--- src/rtl/ppu_oam_scanner.sv ---
// rtl/ppu_oam_scanner.sv - OAM scan engine selecting objects that overlap the current scanline
module ppu_oam_scanner #(
  parameter int          OBJ_COUNT = 40,
  parameter int          MAX_HITS  = 10,
  parameter logic [15:0] OAM_BASE  = 16'hFE00,
  localparam int HCW = $clog2(MAX_HITS + 1),
  localparam int SW  = (MAX_HITS > 1) ? $clog2(MAX_HITS) : 1,
  localparam int IW  = (OBJ_COUNT > 1) ? $clog2(OBJ_COUNT) : 1
) (
  input  logic           clk,
  input  logic           rst,
  input  logic           start,
  input  logic           abort,
  input  logic [7:0]     ly,
  input  logic           tall,
  output logic           mem_rd,
  output logic [15:0]    mem_addr,
  input  logic [7:0]     mem_data,
  output logic           busy,
  output logic           done,
  output logic [HCW-1:0] hit_count,
  output logic           overflow,
  input  logic [SW-1:0]  sel,
  output logic           entry_valid,
  output logic [7:0]     entry_x,
  output logic [IW-1:0]  entry_idx,
  output logic [3:0]     entry_row
);

  // Step counter covers two issue slots per object plus the drain step.
  localparam int STW       = $clog2(2 * OBJ_COUNT + 1);
  localparam int LAST_STEP = 2 * OBJ_COUNT;

  if (int'(OAM_BASE) + 4 * OBJ_COUNT - 3 > 65535) begin : g_bad_base
    $error("ppu_oam_scanner: OAM address range exceeds 16 bits");
  end
  if (MAX_HITS < 1) begin : g_bad_hits
    $error("ppu_oam_scanner: MAX_HITS must be at least 1");
  end

  typedef enum logic [1:0] {
    ST_IDLE = 2'd0,
    ST_SCAN = 2'd1,
    ST_DONE = 2'd2
  } state_t;

  state_t state, state_next;

  logic [STW-1:0] step;
  logic [7:0]     ly_l;
  logic           tall_l;
  logic           pend_hit;
  logic [3:0]     pend_row;
  logic [IW-1:0]  pend_idx;

  logic [7:0]     buf_x   [MAX_HITS];
  logic [IW-1:0]  buf_idx [MAX_HITS];
  logic [3:0]     buf_row [MAX_HITS];

  logic           drain;
  logic [IW-1:0]  obj;
  logic [8:0]     line9, y9, end9, diff9;
  logic           in_range;
  logic           commit;

  assign drain    = (step == STW'(LAST_STEP));
  assign obj      = IW'(step >> 1);
  assign busy     = (state == ST_SCAN);
  assign done     = (state == ST_DONE);
  assign mem_rd   = busy && !drain;
  assign mem_addr = OAM_BASE + (16'(step >> 1) << 2) + 16'(step[0]);

  // In slot B the returned byte is Y; the line is in range when Y <= ly+16 < Y+height.
  assign line9    = {1'b0, ly_l} + 9'd16;
  assign y9       = {1'b0, mem_data};
  assign end9     = y9 + (tall_l ? 9'd16 : 9'd8);
  assign diff9    = line9 - y9;
  assign in_range = (line9 >= y9) && (line9 < end9);

  // Slot A after a slot B (or the drain step) carries the X byte of the previous object.
  assign commit   = busy && !step[0] && (step != '0) && pend_hit;

  // State register.
  always_ff @(posedge clk or negedge rst) begin
    if (!rst) state <= ST_IDLE;
    else      state <= state_next;
  end

  // Next-state logic; abort overrides everything.
  always_comb begin
    state_next = state;
    case (state)
      ST_IDLE: if (start) state_next = ST_SCAN;
      ST_SCAN: if (drain) state_next = ST_DONE;
      ST_DONE: state_next = ST_IDLE;
      default: state_next = ST_IDLE;
    endcase
    if (abort) state_next = ST_IDLE;
  end

  // Scan datapath: step sequencing, range evaluation, result commit.
  always_ff @(posedge clk or negedge rst) begin
    if (!rst) begin
      step      <= '0;
      ly_l      <= '0;
      tall_l    <= 1'b0;
      pend_hit  <= 1'b0;
      pend_row  <= '0;
      pend_idx  <= '0;
      hit_count <= '0;
      overflow  <= 1'b0;
      for (int i = 0; i < MAX_HITS; i++) begin
        buf_x[i]   <= '0;
        buf_idx[i] <= '0;
        buf_row[i] <= '0;
      end
    end else if (abort) begin
      step      <= '0;
      pend_hit  <= 1'b0;
      hit_count <= '0;
      overflow  <= 1'b0;
    end else if (state == ST_IDLE) begin
      step     <= '0;
      pend_hit <= 1'b0;
      if (start) begin
        ly_l      <= ly;
        tall_l    <= tall;
        hit_count <= '0;
        overflow  <= 1'b0;
      end
    end else if (state == ST_SCAN) begin
      step <= drain ? '0 : step + 1'b1;
      if (step[0]) begin
        pend_hit <= in_range;
        pend_row <= diff9[3:0];
        pend_idx <= obj;
      end else if (commit) begin
        pend_hit <= 1'b0;
        if (hit_count < HCW'(MAX_HITS)) begin
          buf_x[SW'(hit_count)]   <= mem_data;
          buf_idx[SW'(hit_count)] <= pend_idx;
          buf_row[SW'(hit_count)] <= pend_row;
          hit_count               <= hit_count + 1'b1;
        end else begin
          overflow <= 1'b1;
        end
      end
    end else begin
      step <= '0;
    end
  end

  // Random-access result port; invalid slots read as zero.
  always_comb begin
    entry_valid = (32'(sel) < 32'(hit_count));
    entry_x     = '0;
    entry_idx   = '0;
    entry_row   = '0;
    if (entry_valid) begin
      entry_x   = buf_x[sel];
      entry_idx = buf_idx[sel];
      entry_row = buf_row[sel];
    end
  end

endmodule

--- config.mk ---
export PLATFORM = sky130hd
export DESIGN_NAME = ppu_oam_scanner
export DESIGN_NICKNAME = d
export VERILOG_FILES = /design/src/rtl/ppu_oam_scanner.sv
export SDC_FILE = /design/constraint.sdc
export NUM_CORES = 1
export LEC_CHECK = 0
export BUFFER_PORTS_ARGS = -buffer_cell sky130_fd_sc_hd__buf_2
export CAP_MARGIN = 20
export CORE_ASPECT_RATIO = 0.5
export CORE_MARGIN = 3
export CORE_UTILIZATION = 25
export CTS_CLUSTER_SIZE = 16
export DETAILED_ROUTE_END_ITERATION = 7
export PLACE_DENSITY_LB_ADDON = 0.12
export SYNTH_ARGS = -nofsm -noshare
export SYNTH_HDL_FRONTEND = slang
export SYNTH_SLANG_ARGS = --single-unit
--- constraint.sdc ---
create_clock -name clk -period 2.45 [get_ports clk]
set_input_delay 0.3675 -clock clk [delete_from_list [all_inputs] [get_ports clk]]
set_output_delay 0.3675 -clock clk [all_outputs]
set_load 0.01 [all_outputs]
==> impl_metrics.yaml <==
floorplan:
  core-area_sq_mm: 0.0425
  die_h_um: 154
  rows: 53
  die-width_um: 301
  die-area_sq_mm: 0.0463
  start_util_pct: 25.7
  ios: 68
routing:
  wire_per_inst_um: 20.6
  drc: 0
  routed_via_density: 4.43
  firstDrtPassIters: 4
  drt_iter0_drc: 261
  drtAntennaViolNets: 0
  drt-total-wl_mm: 29.7
  via_count: 6377
yosys:
  yosys_warnings: 0
  synth.distinct_cells: 51
  ys_seq_area_share_pct: 49.1
  synth_top_area_cell: "dfrtp_1"
  syn-instance-count: 742
  synth_edf_count: 0
  synth_top_family_by_area: "multiplexers"
  synth_top_area_share_pct: 49.1
  synth_seq_cells: 214
  synthAdderAreaFrac_pct: 3.35
  yosys.area_share.simple_pct: 5.47
  synth_compound_area_share_pct: 3.14
  postSynthAreaPerCell_sq_um: 14.7
  muxShareOfSynthArea_pct: 33.3
  synth.top_cells.by_area: "dfrtp_1, mux2_4, mux2_2"
  synth-main-ff-cell: "dfrtp_1"
  synthXorXnorAreaFrac_pct: 1.12
  async_flop_share_pct: 100
  netlist_area_sq_mm: 0.0109
cts:
  cts_buffers: 25
  cts_tree: "done"
  clk_latency_ns: 0.52
  clk_path_buf_depth: 3
  cts_sinks: 214
  cts.reportedPaths.clkPinSlew_ns: 0.06
  root_buffer: "clkbuf_16"
  htreeDepth: 1
sta:
  fin_ws_ns: -0.151
  fin_setup_tns_ns: -1.82
  fin_crit_ns: 2.60
  slew_headroom_pct: 52.0
  timing_hold_violations_final: 0
  fin_skew_ns: 0.00783
  finalMaxSlewViolations: 0
  max_freq_mhz: 384
  rsz0062_at_grt: "yes"
  timing.final.crit_share_pct: 106
  worst_pin_slew_ns: 0.718
  setup_viol: 19
cells_and_area:
  seq_area_sq_mm: 0.00536
  area_growth_pct: 24.2
  final_cell_count_no_fill: 1440
  antennaDiodeCount: 0
  layout-drive-gt1-share_pct: 48.7
  finalNetCount: 900
  fillCellCount: 4172
  multi_input_area_sq_mm: 0.00519
grt:
  grt_first_pass_wirelength_mm: 45.8
  grt_max_degree: 59
  grt_pass1_vias: 7032
  antenna_found_initial: 0
  grt_overflow: 0
  grt.total_usage_pct: 12.9
setup_path:
  crit_arrival_ns: 2.23
  cp_max_fo: 5
  crit_slowest_cell: "dfrtp_1"
  crit_type: "flip-flop to output port"
  required_ns: 2.08
  endpoint_kind: "output port"
  cp_cell_sequence: "inv_2, ha_4, a21o_1, a21o_1, a21oi_4, buf_6, buf_16, and2_4, buf_6"
  start_kind: "flip-flop"
  slowest_delay_ns: 0.39
placement:
  dp_hpwl_mm: 20.0
  numPortBuffers: 58
  place_congestion: 0.722
  dp.cells: 1389
pwr:
  power.density_mw_per_mm2: 638
  peakVddDrop_mv: 0.370
  p_leak_nw: 6.82
status:
  outcome: "finished, violations left"
  violations: "setup timing"
job:
  max_cap_viol_count: 0
hold_path:
  holdCritPathClass: "input pin to flip-flop"
## per-layer routing
layer	wire length, um	GRT usage [%]	vias to the layer above
li1	-	-	2888
met1	14900	18.9	3382
met2	13600	20.5	75
met3	735	1.93	32
met4	476	2.34	0
met5	0	0	-
## cell families after synthesis
group | after synthesis
AOI/OAI and AO/OA | 50
xor gates and xnor gates | 14
adders and majority gates | 28
buffers and inverters | 78
DFF | 214
muxes | 264
other | 2
and+or+nand+nor | 92
## flip-flops by register name (all words and copies together), names as in the netlist, 2 cells and up
name / flops
pend_row: 4
hit_count: 4
buf_row: 40
ly_l: 8
pend_idx: 6
state: 2
buf_x: 80
step: 7
buf_idx: 60
## critical path, delay by kind of cell (launching register included)
family / cells / cell delay [ns]
AOI/OAI and AO/OA: 3 / 0.47
adders and majority gates: 1 / 0.19
buffers and inverters: 4 / 0.50
DFF: 1 / 0.39
and+or+nand+nor: 1 / 0.14
## synth_stat cells (3+ instances only)
cell,n
nand2_1,14
buf_2,7
nor2_1,18
nand2_4,10
mux2_2,98
buf_12,8
xnor2_1,10
nand4_1,4
ha_1,26
mux2_1,14
a21oi_1,4
nor3_1,3
o21ai_0,11
inv_1,22
and2_1,18
and3_1,3
dfrtp_1,214
a21o_1,4
o22ai_1,18
clkbuf_1,29
nand3_1,5
nand2b_1,5
buf_4,9
mux2_4,80
xor2_1,4
mux2i_1,36
mux4_2,36
## power by group
group | switching, mW | total [mW] | internal (mW) | leakage, nW
clock network | 1.49 | 4.14 | 2.64 | 0.445
registers | 0.135 | 3.73 | 3.60 | 2.96
logic | 0.445 | 0.776 | 0.331 | 3.41
## cells in the final DEF (no fill, tap or decap), drive strengths merged, types with 3 or more instances in the layout
cell type / n
nand2: 24
mux2: 192
a21o: 4
nor2: 18
a21oi: 4
xor2: 4
clkbuf: 35
bufinv: 6
nand2b: 5
buf: 125
conb: 9
and3: 3
inv: 22
nand4: 4
nor3: 5
o22ai: 18
o21ai: 11
nand3: 5
ha: 26
and2: 18
xnor2: 10
clkinv: 3
mux2i: 36
dfrtp: 214
mux4: 36
## metrics by stage
| step | area (sq um) | utilization, % | power [mW] | setup slack, ns | hold WS, ns |
|---|---|---|---|---|---|
| global placement | 12300 | 29.0 | 4.55 | 0.0131 | 0.350 |
| CTS | 13500 | 31.7 | 8.84 | -0.196 | 0.0410 |
| finish | 13500 | 31.9 | 8.65 | -0.151 | 0.0745 |
| floorplan | 10900 | - | 4.19 | 0.0306 | 0.0719 |
| global route | 13500 | 31.9 | 9.07 | -0.276 | 0.0521 |
| detailed placement | 12300 | 29.0 | 4.55 | 0.0215 | 0.343 |
## final timing paths
path | slack, ns | endpoint | cells after the start | start
max in group asynchronous | 1.31 | ly_l[5]$_DFFE_PN0P_ | 3 | rst
hold reg to reg | 0.49 | buf_idx[0]$_DFFE_PN0P_ | 1 | buf_idx[0]$_DFFE_PN0P_
min in group asynchronous | 0.37 | buf_x[43]$_DFFE_PN0P_ | 2 | rst
hold / removal | 0.07 | ly_l[7]$_DFFE_PN0P_ | 2 | ly[7]
setup reg to reg | 0.09 | buf_idx[30]$_DFFE_PN0P_ | 8 | step[0]$_DFF_PN0_
setup / recovery | -0.15 | entry_x[7] | 9 | hit_count[1]$_DFFE_PN0P_
## repair_timing
action,in CTS,in global routing
setup buffers,2,3
hold buffers,1,0
hold endpoints to repair,52,0
pin swaps,3,3
cloned,2,1
endpoints found under the setup margin,19,134
gates resized for setup,35,14
## area by class of cell
cell class,count,share of cell area [%]
timing repair buffer,127,9.51
inverter,22,0.610
sequential,214,39.5
clock buffer,34,5.24
multi-input combinational,457,38.3
clock inverter,9,1.47
tap,577,5.33
Power figures use the tool's default switching activity.
